`src/rtl/zxuno_audio_pkg.sv`:
```
// Shared constants and types for the parametrised ZX-Uno audio mixer.
package zxuno_audio_pkg;

  localparam int unsigned SAMPLE_W = 12;
  localparam int unsigned VOL_W    = 4;
  localparam int unsigned PCM_W    = 8;
  localparam int unsigned SAT_MAX  = (1 << SAMPLE_W) - 1;

  // Register map: channel volumes start at OFS_VOL0, master sits just past the last channel
  localparam int unsigned OFS_VOL0 = 0;

  // Master control register layout
  localparam int unsigned MB_MUTE  = 0;
  localparam int unsigned MB_BEEP  = 1;
  localparam int unsigned MB_EAR   = 2;
  localparam int unsigned MASTER_W = 3;
  localparam logic [MASTER_W-1:0] MASTER_RESET = 3'b110;

  typedef enum logic [1:0] {
    StIdle,
    StAccum,
    StSat
  } mix_state_e;

  // Master register offset for a mixer with nch PCM channels
  function automatic int unsigned ofs_master(input int unsigned nch);
    return OFS_VOL0 + nch;
  endfunction

endpackage

```
`src/rtl/sigma_delta_dac.sv`:
```
// First-order sigma-delta modulator: the carry of a running sum is the output bit.
module sigma_delta_dac #(
  parameter int unsigned W = 12
) (
  input  logic         clk,
  input  logic         rst_n,
  input  logic [W-1:0] sample,
  output logic         dout
);

  logic [W-1:0] r_acc;
  logic         r_out;
  logic [W:0]   w_sum;

  assign w_sum = {1'b0, r_acc} + {1'b0, sample};
  assign dout  = r_out;

  // Accumulate every clock; the carry density equals sample / 2^W
  always_ff @(posedge clk or negedge rst_n) begin
    if (!rst_n) begin
      r_acc <= '0;
      r_out <= 1'b0;
    end else begin
      r_acc <= w_sum[W-1:0];
      r_out <= w_sum[W];
    end
  end

endmodule

```
`src/rtl/zxuno_audio_mixer_n.sv`:
```
// N-channel PCM + beeper mixer with per-channel volume, saturation and 1-bit DAC output.
module zxuno_audio_mixer_n
  import zxuno_audio_pkg::*;
#(
  parameter int unsigned        NCH        = 4,
  parameter logic [7:0]         REG_BASE   = 8'hF0,
  parameter int unsigned        SAMPLE_DIV = 256,
  parameter logic [VOL_W-1:0]   VOL_RESET  = 4'd8,
  parameter logic [SAMPLE_W-1:0] SPK_LVL   = 12'd1023,
  parameter logic [SAMPLE_W-1:0] EAR_LVL   = 12'd512,
  parameter logic [SAMPLE_W-1:0] MIC_LVL   = 12'd256
) (
  input  logic                   clk,
  input  logic                   rst_n,
  input  logic [7:0]             zxuno_addr,
  input  logic                   zxuno_regrd,
  input  logic                   zxuno_regwr,
  input  logic [7:0]             din,
  output logic [7:0]             dout,
  output logic                   oe_n,
  input  logic [NCH*PCM_W-1:0]   pcm_in,
  input  logic                   spk,
  input  logic                   mic,
  input  logic                   ear,
  output logic [SAMPLE_W-1:0]    sample_out,
  output logic                   sample_valid,
  output logic                   audio_out
);

  localparam int unsigned ACC_W      = SAMPLE_W + $clog2(NCH + 2);
  localparam int unsigned PROD_W     = PCM_W + VOL_W;
  localparam int unsigned CH_W       = (NCH > 1) ? $clog2(NCH) : 1;
  localparam int unsigned DIV_W      = $clog2(SAMPLE_DIV);
  localparam int unsigned OFS_MASTER = ofs_master(NCH);

  // Register file
  logic [VOL_W-1:0]    r_vol [NCH];
  logic [MASTER_W-1:0] r_master;

  // Sweep datapath
  mix_state_e          r_state, w_state_d;
  logic [PCM_W-1:0]    r_pcm_sh [NCH];
  logic [VOL_W-1:0]    r_vol_sh [NCH];
  logic                r_mute_sh;
  logic [ACC_W-1:0]    r_acc;
  logic [CH_W-1:0]     r_ch;
  logic [SAMPLE_W-1:0] r_sample;
  logic                r_valid;
  logic [DIV_W-1:0]    r_div;
  logic                r_ear_meta, r_ear_sync;

  logic [8:0]          w_ofs;
  logic                w_in_range;
  logic                w_tick;
  logic [ACC_W-1:0]    w_beep;
  logic [PCM_W-1:0]    w_pcm_sel;
  logic [VOL_W-1:0]    w_vol_sel;
  logic [PROD_W-1:0]   w_prod;
  logic [SAMPLE_W-1:0] w_sat;
  logic                w_unused_din;

  // 9-bit offset so addresses below REG_BASE land far out of range instead of wrapping
  assign w_ofs        = {1'b0, zxuno_addr} - {1'b0, REG_BASE} - 9'(OFS_VOL0);
  assign w_in_range   = (w_ofs <= 9'(OFS_MASTER));
  assign w_tick       = (r_div == DIV_W'(SAMPLE_DIV - 1));
  assign w_prod       = PROD_W'(w_pcm_sel) * PROD_W'(w_vol_sel);
  assign w_sat        = (r_acc > ACC_W'(SAT_MAX)) ? SAMPLE_W'(SAT_MAX) : r_acc[SAMPLE_W-1:0];
  assign w_unused_din = ^din[7:VOL_W];

  assign sample_out   = r_sample;
  assign sample_valid = r_valid;

  // CPU writes to volume and master registers
  always_ff @(posedge clk or negedge rst_n) begin
    if (!rst_n) begin
      for (int k = 0; k < NCH; k++) r_vol[k] <= VOL_RESET;
      r_master <= MASTER_RESET;
    end else if (zxuno_regwr && w_in_range) begin
      if (w_ofs == 9'(OFS_MASTER)) r_master <= din[MASTER_W-1:0];
      for (int k = 0; k < NCH; k++) begin
        if (w_ofs == 9'(k)) r_vol[k] <= din[VOL_W-1:0];
      end
    end
  end

  // Combinational readback; a same-cycle write is only visible after the edge
  always_comb begin
    dout = '0;
    oe_n = 1'b1;
    if (zxuno_regrd && w_in_range) begin
      oe_n = 1'b0;
      if (w_ofs == 9'(OFS_MASTER)) dout = 8'(r_master);
      for (int k = 0; k < NCH; k++) begin
        if (w_ofs == 9'(k)) dout = 8'(r_vol[k]);
      end
    end
  end

  // Two-flop synchroniser for the asynchronous tape input
  always_ff @(posedge clk or negedge rst_n) begin
    if (!rst_n) begin
      r_ear_meta <= 1'b0;
      r_ear_sync <= 1'b0;
    end else begin
      r_ear_meta <= ear;
      r_ear_sync <= r_ear_meta;
    end
  end

  // Sample-rate divider
  always_ff @(posedge clk or negedge rst_n) begin
    if (!rst_n) r_div <= '0;
    else        r_div <= w_tick ? '0 : r_div + DIV_W'(1);
  end

  // Beeper/ear starting value for the accumulator, gated by live master bits at the tick
  always_comb begin
    w_beep = '0;
    if (r_master[MB_BEEP]) begin
      if (spk) w_beep = w_beep + ACC_W'(SPK_LVL);
      if (mic) w_beep = w_beep + ACC_W'(MIC_LVL);
    end
    if (r_master[MB_EAR] && r_ear_sync) w_beep = w_beep + ACC_W'(EAR_LVL);
  end

  // Select the shadowed channel being accumulated this cycle
  always_comb begin
    w_pcm_sel = '0;
    w_vol_sel = '0;
    for (int k = 0; k < NCH; k++) begin
      if (r_ch == CH_W'(k)) begin
        w_pcm_sel = r_pcm_sh[k];
        w_vol_sel = r_vol_sh[k];
      end
    end
  end

  // FSM state register
  always_ff @(posedge clk or negedge rst_n) begin
    if (!rst_n) r_state <= StIdle;
    else        r_state <= w_state_d;
  end

  // FSM next state: one ACCUM cycle per channel, then one SAT cycle
  always_comb begin
    w_state_d = r_state;
    unique case (r_state)
      StIdle:  if (w_tick) w_state_d = StAccum;
      StAccum: if (r_ch == CH_W'(NCH - 1)) w_state_d = StSat;
      StSat:   w_state_d = StIdle;
      default: w_state_d = StIdle;
    endcase
  end

  // Sweep datapath: snapshot on tick, multiply-accumulate, then saturate and publish
  always_ff @(posedge clk or negedge rst_n) begin
    if (!rst_n) begin
      for (int k = 0; k < NCH; k++) begin
        r_pcm_sh[k] <= '0;
        r_vol_sh[k] <= '0;
      end
      r_mute_sh <= 1'b0;
      r_acc     <= '0;
      r_ch      <= '0;
      r_sample  <= '0;
      r_valid   <= 1'b0;
    end else begin
      r_valid <= 1'b0;
      case (r_state)
        StIdle: begin
          if (w_tick) begin
            for (int k = 0; k < NCH; k++) begin
              r_pcm_sh[k] <= pcm_in[k*PCM_W +: PCM_W];
              r_vol_sh[k] <= r_vol[k];
            end
            r_mute_sh <= r_master[MB_MUTE];
            r_acc     <= w_beep;
            r_ch      <= '0;
          end
        end
        StAccum: begin
          r_acc <= r_acc + ACC_W'(w_prod);
          r_ch  <= r_ch + CH_W'(1);
        end
        StSat: begin
          r_sample <= r_mute_sh ? '0 : w_sat;
          r_valid  <= 1'b1;
        end
        default: ;
      endcase
    end
  end

  sigma_delta_dac #(
    .W(SAMPLE_W)
  ) u_dac (
    .clk   (clk),
    .rst_n (rst_n),
    .sample(r_sample),
    .dout  (audio_out)
  );

endmodule

```
`config.mk`:
```
export PLATFORM = sky130hd
export DESIGN_NAME = zxuno_audio_mixer_n
export DESIGN_NICKNAME = d
export VERILOG_FILES = /design/src/rtl/zxuno_audio_pkg.sv /design/src/rtl/sigma_delta_dac.sv /design/src/rtl/zxuno_audio_mixer_n.sv
export SDC_FILE = /design/constraint.sdc
export NUM_CORES = 1
export LEC_CHECK = 0
export CELL_PAD_IN_SITES_DETAIL_PLACEMENT = 1
export CELL_PAD_IN_SITES_GLOBAL_PLACEMENT = 1
export CORE_ASPECT_RATIO = 1.25
export CORE_MARGIN = 10
export CORE_UTILIZATION = 35
export CTS_CLUSTER_SIZE = 30
export DETAILED_ROUTE_END_ITERATION = 16
export PLACE_DENSITY_LB_ADDON = 0.2
export SLEW_MARGIN = 20
export SYNTH_ARGS = -nofsm -noshare
export SYNTH_HDL_FRONTEND = slang
export SYNTH_HIERARCHICAL = 1
export SYNTH_SLANG_ARGS = --single-unit
```
`constraint.sdc`:
```
create_clock -name clk -period 8.3 [get_ports clk]
set_clock_uncertainty 0.05 [all_clocks]
set_input_delay 1.245 -clock clk [delete_from_list [all_inputs] [get_ports clk]]
set_output_delay 1.245 -clock clk [all_outputs]
set_load 0.03 [all_outputs]
```
After elaboration in Yosys (flattened, before gate mapping)
Cells that the tools add are included.

operators by class
  add/subtract/negate cells = 7
  $mul = 1
  $lt $le $gt $ge = 2
  equal/unequal tests = 12
  mux-type cells = 31
  reductions and logical operators = 15

operators by type and width
  operator                                                          number
  two-way mux 8 bit                                                 10
  two-way mux 15 bit                                                5
  one-hot mux 15 bit (2 select lines)                               1
  two-way mux 12 bit                                                2
  == test 9 x 2 -> 1 bit (second input constant)                    2
  two-way mux 4 bit                                                 4
  AND reduction 2 bit                                               8
  adder 15 x 10 -> 15 bit (second input constant)                   1
  adder 15 x 12 -> 15 bit                                           1
  adder 15 x 9 -> 15 bit (second input constant)                    1
  greater-than comparator 15 x 12 -> 1 bit (second input constant)  1
  adder 12 x 12 -> 13 bit                                           1
  multiplier 8 x 4 -> 12 bit                                        1
  two-way mux 10 bit                                                1
  == test 9 x 1 -> 1 bit (second input constant)                    1
  == test 9 x 3 -> 1 bit (second input constant)                    1
  <= comparator 9 x 3 -> 1 bit (second input constant)              1
  logical NOT 9 bit                                                 1
  subtractor 8 x 8 -> 9 bit (second input constant)                 1
  adder 8 x 1 -> 8 bit (second input constant)                      1
  == test 8 bit (second input constant)                             1
  one-hot mux 2 bit (2 select lines)                                2
  == test 2 bit (second input constant)                             3
  two-way mux 2 bit                                                 3
  other kinds (8)                                                   14

word-level totals
  flip-flop bits (word level) = 123
  input bits = 55
  output and inout bits = 23
  logic and storage cells = 92

Depth between registers and ports, before layout
Gate-level depths: netlist of the first run.

  word-level depth = 9
  depth in mapped cells = 20
  gate-level depth less buffers = 19

By module
Netlist of the first run, hierarchy kept.

by module, submodules not included
  module               instances  cells each  area each (um^2)  sequential area each (um^2)
  zxuno_audio_mixer_n  1          731         6577.6            2760.1
  sigma_delta_dac      1          95          953.4             325.3

Least setup slack after synthesis of the first run
Ideal clock, no wire load.

  path type = register to register
  start point = register r_ch[1]
  end point = register r_acc[12] (netlist name)
  setup time = 132 ps
  arrival = 4605 ps
  data required time = 8118 ps
  setup slack = 3512 ps
  cell stages (with the launch flop) = 20
  path buffers = 2
  period minus slack after synthesis = 4788 ps
  path through = dfrtp_1 -> inv_1 -> ha_1 -> buf_2 -> buf_2 -> a221oi_1 -> nor3_1 -> a21oi_1 -> nor2_1 -> fa_1 -> fa_1 -> inv_1 -> fa_1 -> inv_1 -> ha_1 -> nor3_1 -> or2_2 -> o31ai_1 -> mux2i_1 -> o211ai_1

RTL lines
  element                   line                        source
  start: declaration        zxuno_audio_mixer_n.sv:46   logic [CH_W-1:0] r_ch;
  start signal: assignment  zxuno_audio_mixer_n.sv:183  r_ch <= r_ch + CH_W'(1);

==> summary.txt, run 1 <==
Clock tree
  • Num Clock Sinks: 123
  • Root cell of the clock tree: clkbuf_16
  • Clock buffer depth: 2
  • CTS H-tree depth: 4
  • Clock slew seen by the registers of the worst setup and hold paths: 0.06 ns
  • TritonCTS Buffers: 17
  • Setup Buffers After CTS: 0
  • CTS tree: done
  • Clock latency on the worst-skew pair: 0.42 ns
  • Post-CTS Hold Buffers: 0
  • Resized Gates After CTS: 0

Run
  • Maxcap violations: 0

Critical path
  • Startpoint Class: flop
  • Crit path required time: 8.54 ns
  • Worst Path Arrival: 6.15 ns
  • Worst Path Max Fanout: 23
  • Critical Path Sink Type: flop
  • Worst Path Class, Setup: reg -> reg

Final layout
  • Final core occ: 43.21%
  • Area Growth Syn to Fin: 20.29%
  • Antenna cell count: 0
  • Layout Nets: 1005
  • Post-route cell area: 0.009059 sq mm
  • Layout cells sized above 1: 8.909%

STA
  • Final Hold Violating Endpoints: 0
  • F_max: 169.1 MHz
  • Fin. max-slew vios: 0
  • Final setup viols: 0
  • Worst Max-Slew Pin Slew: 0.9425 ns
  • Setup slack after layout: 2.386 ns
  • RSZ-0062 raised after global routing: no
  • Final setup TNS: 0 ns
  • Fin crit share: 71.25%
  • Worst slew margin: 37.17%
  • Minimum clock period: 5.914 ns

Yosys
  • Top_reg_cell synth: dfrtp_1
  • Seq cells post-synth: 123
  • Sequential area share after synthesis: 40.97%
  • Synth warn: 6
  • Mapped Area: 0.007531 sq mm
  • Async S/R FF share, synth: 100.0%
  • Syn Area/Cell: 9.117 sq um
  • Top cells by count, synth: nand2_1 (181), dfrtp_1 (117), nor2_1 (57)
  • Ranking of synthesized cells by area: dfrtp_1 (39%), nand2_1 (9.0%), ha_1 (7.1%)
  • Synth Area in Simple Gates: 22.30%
  • Adder and majority gate portion of the synthesized area: 12.99%
  • Synth Area in Compound Gates: 12.84%
  • Largest family of logic cells by synthesized area: simple AND/OR/NAND/NOR gates
  • Post-synthesis instance total: 826
  • Most frequent cell after synthesis: nand2_1
  • Top cell type by total area after synthesis: dfrtp_1
  • EDFF count, synth: 0
  • Mux contribution to synthesized area: 3.938%
  • Xor/xnor share of the synthesized area: 2.093%
  • Cell variety after synth: 64
  • Post-synth top area share: 38.88%

Route
  • Initial DRC Count: 271
  • M1 wire length: 8637 um
  • Number of remaining DRC errors: 0
  • Total iterations of the first detailed-routing run: 4
  • Post-Route WL: 19420 um
  • Drt wl/cell: 16.57 um
  • Via count: 5946
  • Vias per std cell: 5.073
  • Final ANT Viol Nets: 0
  • Wire length on met3: 596 um
  • WL met2: 9967 um
  • Uppermost layer routed: met4

Place
  • Post-Place Worst Slack: 2.326 ns
  • GPL Wtd Cong: 0.7889
  • I/O Buffers: 69
  • Placed Area: 0.008447 sq mm
  • DPL Wire Length: 14410 um

Floorplanning
  • Starting Density: 35.92%
  • Rows: 59
  • Die width: 151.2 um
  • Total core area: 0.02097 sq mm
  • Ports: 78
  • Die height: 184 um
  • Die area: 0.02782 sq mm

Worst hold path
  • HP Class: reg -> reg

Status
  • Status: complete, no violations

GRT
  • First-pass GRT wire length: 32900 um
  • Largest net degree at the start of global routing: 67
  • Initial antenna violation count: 0
  • Vias in the first global route: 6538
  • Gr usage total: 14.59%
  • Total congestion overflow: 0

Pwr
  • Total power: 1.426 mW
  • Leak: 4.283 nW
  • Peak supply drop: 0.1299 mV
  • Cell Pwr Density: 157.4 mW/mm^2
==> routing by layer <==
layer,track usage [%],up-vias
met5,0,-
met4,4.589,0
met3,2.857,19
met2,25.67,73
met1,17.31,2921
li1,-,2933
==> state kept, by name, indices dropped and copies added, names as in the netlist, 2 cells and up <==
register / cells
r_ch: 2
r_vol: 16
r_master: 3
sample_out: 12
r_vol_sh: 16
r_pcm_sh: 32
r_acc: 15
r_state: 2
u_dac/r_acc: 12
r_div: 8
==> worst paths after layout <==
kind                            startpoint               to  slack (ns)  cells after the start
worst max-delay path               r_ch[1]        r_acc[12]        2.39                     18
max in group asynchronous            rst_n     r_pcm_sh[24]        6.01                      2
worst max register to register     r_ch[1]        r_acc[12]        2.39                     18
worst min-delay path            r_ear_meta       r_ear_sync        0.31                      0
min in group asynchronous            rst_n  u_dac/r_acc[10]        0.89                      1
worst min register to register  r_ear_meta       r_ear_sync        0.31                      0
==> cells in the final DEF (no fill, tap or decap), drive strengths merged, types with 7 or more instances in the layout <==
cell type / Yosys / layout
nand2: 182 / 182
dfrtp: 117 / 117
clkdlybuf4s50: 0 / 68
nor2: 57 / 57
inv: 55 / 57
ha: 43 / 43
a21oi: 42 / 42
nor2b: 29 / 29
nor3: 23 / 23
fa: 22 / 22
mux2: 19 / 19
o21ai: 19 / 19
clkbuf: 26 / 19
o31ai: 16 / 16
a221oi: 14 / 14
a21o: 11 / 11
nand3: 11 / 11
xor2: 10 / 10
a211oi: 9 / 9
xnor2: 8 / 8
and3: 8 / 8
nor3b: 7 / 7
or2: 7 / 7
==> metrics by stage <==
stage,hold slack (ns),std cells
finish,0.3115,1172
global route,0.3310,1172
CTS,0.3166,1172
detailed placement,0.3025,1140
global placement,0.2885,1140
floorplan,0.2812,829
==> cells by family (layout without fill, tap and decap cells) <==
kind of cell / count (synthesis) / in the layout
AOI/OAI and AO/OA: 144 / 144
muxes: 26 / 26
buffers and inverters: 91 / 160
adders and majority gates: 65 / 65
other: 1 / 4
DFF: 123 / 123
xor gates and xnor gates: 18 / 18
and+or+nand+nor: 358 / 358
==> power by group <==
group	internal, mW	total [mW]	switching, mW
clock	0.483	0.776	0.293
sequential	0.601	0.601	0.000272
combinational	0.0238	0.0487	0.0249
total	1.11	1.43	0.319
==> layout make-up <==
class	count	area [sq um]
inverter	55	206.4
multi-input combinational	615	4094
fill	2479	11910
timing repair buffer	73	718.2
tap	274	342.8
clock buffer	19	442.9
clock inverter	13	168.9
sequential	123	3085
==> critical path: stages (launching register included) <==
cell and delay (ns):
dfrtp_1 0.40, inv_1 0.10, ha_1 0.73, nor2b_1 0.10, a221oi_1 0.30, nor3_1 0.08, a21oi_1 0.62, nor2_1 0.16
fa_1 0.55, fa_1 0.56, inv_1 0.06, fa_1 0.50, inv_1 0.04, ha_1 0.23, or3_1 0.38, a221oi_1 0.43
o31ai_1 0.19, mux2i_1 0.18, o211ai_1 0.12
(Power assumes the default switching activity.)
==> run 2: changes to the inputs <==
==> constraint.sdc (replaced) <==
create_clock -name clk -period 4.9 [get_ports clk]
set_clock_uncertainty 0.05 [all_clocks]
set_input_delay 0.735 -clock clk [delete_from_list [all_inputs] [get_ports clk]]
set_output_delay 0.735 -clock clk [all_outputs]
set_load 0.03 [all_outputs]
==> summary.txt, run 2 (synthesized netlist as in run 1, its figures left out) <==
Final layout
  • Antenna cell count: 0 (unchanged)
  • Layout cells sized above 1: 17.09% (+8.2 points)
  • Area Growth Syn to Fin: 28.18%
  • FILL cells: 2404 (-3.0%)
  • Most frequent cells in the layout: nand2_1 (181), dfrtp_1 (116), clkdlybuf4s50_1 (68), nor2_1 (57), inv_1 (53)
  • Largest register FFs: 32 (unchanged)
  • Layout Nets: 1055 (+5.0%)
  • Largest register by flop count: r_pcm_sh
  • Most common cell after layout, fill and taps aside: nand2_1
  • Largest regs: r_pcm_sh x32, r_vol x16, r_vol_sh x16
  • Final core occ: 46.04% (+2.8 points)

STA
  • RSZ-0062 raised after global routing: yes
  • Fin. max-slew vios: 0 (unchanged)
  • Worst Max-Slew Pin Slew: 0.9356 ns (-0.006909 ns)
  • Worst slew margin: 37.63% (+0.46 points)
  • F_max: 206.8 MHz (+22%)
  • Fin crit share: 98.68% (+27 points)
  • Hold slack: 0.2983 ns (-0.01319 ns)
  • Final setup viols: 0 (unchanged)
  • Final Hold Violating Endpoints: 0 (unchanged)
  • Minimum clock period: 4.835 ns (-1.079 ns)

Route
  • Total iterations of the first detailed-routing run: 4 (unchanged)
  • Final ANT Viol Nets: 0 (unchanged)
  • Initial DRC Count: 219 (-19%)
  • Drt wl/cell: 16.21 um (-2.2%)
  • Via count: 6184 (+4.0%)
  • Post-Route WL: 19800 um (+2.0%)
  • Number of remaining DRC errors: 0 (unchanged)
  • Vias per std cell: 5.061 (-0.25%)

Pwr
  • Leak: 4.563 nW (+6.5%)
  • Net Sw Frac: 23.04% (+0.69 points)
  • Cell Pwr Density: 240.5 mW/mm^2 (+53%)
  • Peak supply drop: 0.2293 mV (+76%)
  • Power share of the combinational group: 3.6% (+0.2 points)
  • NetSw: 0.5348 mW (+68%)
  • Clk pwr share: 52.5% (-1.9 points)
  • Flop pwr share: 43.9% (+1.7 points)
  • Int Power: 1.786 mW (+61%)

Floorplanning
  • Total core area: 0.02097 sq mm (unchanged)
  • Die height: 184 um (unchanged)
  • Die area: 0.02782 sq mm (unchanged)
  • Rows: 59 (unchanged)
  • Starting Density: 35.92% (unchanged)
  • Die width: 151.2 um (unchanged)
  • Ports: 78 (unchanged)

Critical path
  • Worst Path Max Fanout: 11 (-52%)
  • Critical Path Sink Type: flop
  • Worst Path Class, Setup: reg -> reg
  • Cells on worst reg2reg path: 21 (+3)
  • Startpoint Class: flop
  • Worst Path Arrival: 5.12 ns (-1.03 ns)
  • RR Endpoint: r_acc[14]
  • Worst R2R Setup Slack: 0.06 ns (-2.32 ns)
  • Crit path required time: 5.19 ns (-3.35 ns)
  • Reg2reg start: r_ch[1]

Clock tree
  • TritonCTS Buffers: 17 (unchanged)
  • CTS H-tree depth: 4 (unchanged)
  • Clock buffer depth: 2 (unchanged)
  • Post-CTS Hold Buffers: 0 (unchanged)
  • Num Clock Sinks: 123 (unchanged)
  • Root cell of the clock tree: clkbuf_16
  • Clock slew seen by the registers of the worst setup and hold paths: 0.06 ns (about the same)
  • CTS tree: done
  • Clock latency on the worst-skew pair: 0.43 ns (about the same)

GRT
  • First-pass GRT wire length: 32580 um (-0.97%)
  • Total congestion overflow: 0 (unchanged)
  • Initial antenna violation count: 0 (unchanged)
  • Largest net degree at the start of global routing: 124 (+85%)
  • Vias in the first global route: 6669 (+2.0%)
  • Gr usage total: 14.40% (-0.18 points)

Place
  • I/O Buffers: 69 (unchanged)
  • DPL Wire Length: 14430 um (+0.10%)
  • GPL Wtd Cong: 0.7806 (-1.1%)

Worst hold path
  • HP Class: in -> async

Run
  • Maxcap violations: 0 (unchanged)

Status
  • Status: complete, no violations
==> run 2: cell types whose count changed in the layout (fill, tap and decap cells not counted), moves of 4 or more <==
cell,before,now
nor3_1,22,18
a21oi_2,0,4
ha_1,43,37
ha_4,0,6
nor3_2,0,4
a221oi_1,14,8
buf_4,5,51
a221oi_2,0,5
a21oi_1,42,38
==> run 2: worst max-delay path, stage by stage (launching register included) <==
cell	delay [ns]
dfrtp_1	0.40
inv_2	0.12
ha_4	0.18
buf_12	0.14
nor2b_1	0.06
a221oi_2	0.26
nor3_1	0.09
a21oi_1	0.14
buf_4	0.17
nor2_1	0.07
fa_1	0.50
fa_1	0.54
inv_1	0.05
fa_1	0.49
inv_1	0.06
ha_4	0.28
and3_4	0.19
a221oi_2	0.06
buf_4	0.15
nand2b_1	0.15
o41ai_2	0.35
mux2i_1	0.22
==> run 2: routing by layer <==
| layer | routed length [um] | vias up | share of wire (%) | GRT usage (%) |
|---|---|---|---|---|
| met5 | 0 | - | 0 | 0 |
| li1 | - | 3041 | - | - |
| met2 | 10330 | 68 | 52 | 25.79 |
| met3 | 554 | 26 | 2.8 | 2.857 |
| met1 | 8585 | 3049 | 43 | 16.49 |
| met4 | 331 | 0 | 1.7 | 5.052 |
==> run 2: power groups by stage <==
| stage | Sequential, mW | Combinational (mW) | Clock [mW] |
|---|---|---|---|
| after floorplan | 1.04 | 0.0175 | 0 |
| after global placement | 1.04 | 0.0850 | 0 |
| after detailed placement | 1.04 | 0.0861 | 0 |
| after CTS | 1.02 | 0.0865 | 1.25 |
| after global routing | 1.02 | 0.0930 | 1.30 |
| final | 1.02 | 0.0837 | 1.22 |
==> run 2: repair_timing <==
action / CTS / global route
pin swaps: 2 / 10
endpoints found under the setup margin: 7 / 9
gates cloned: 0 / 1
gates resized for setup: 7 / 35
setup buffers: 0 / 6
==> run 2: area by class of cell <==
cell class                      count  area (sq um)  area share [%]
Tap cell                          274         342.8           3.552
Clock inverter                     12         116.4           1.205
Timing Repair Buffer              123          1140           11.81
Sequential cell                   123          3087           31.98
Multi-Input combinational cell    615          4304           44.59
Clock buffer                       20         456.7           4.731
Inverter                           55         206.4           2.139
==> run 2: how the worst max path moves through the flow <==
stage / start / endpoint / cells past startpoint
after global placement: r_ch[0] / r_acc[14] / 20
after floorplan: r_ch[1] / r_acc[12] / 19
after CTS: r_ch[1] / r_acc[12] / 21
after global routing: r_ch[1] / r_acc[12] / 21
after detailed placement: r_ch[0] / r_acc[14] / 20
final: r_ch[1] / r_acc[14] / 21
==> run 2: through the flow <==
stage | std cells | power, mW | instance area [sq um] | TNS [ns] | worst slack, ns
after floorplan | 829 | 1.054 | 7542 | 0 | 0.1124
after global placement | 1183 | 1.121 | 8795 | -0.2812 | -0.08835
after detailed placement | 1183 | 1.122 | 8795 | -0.5587 | -0.1455
after CTS | 1215 | 2.350 | 9393 | 0 | 0.01512
after global routing | 1222 | 2.408 | 9653 | -0.8853 | -0.1947
final | 1222 | 2.321 | 9653 | 0 | 0.06481
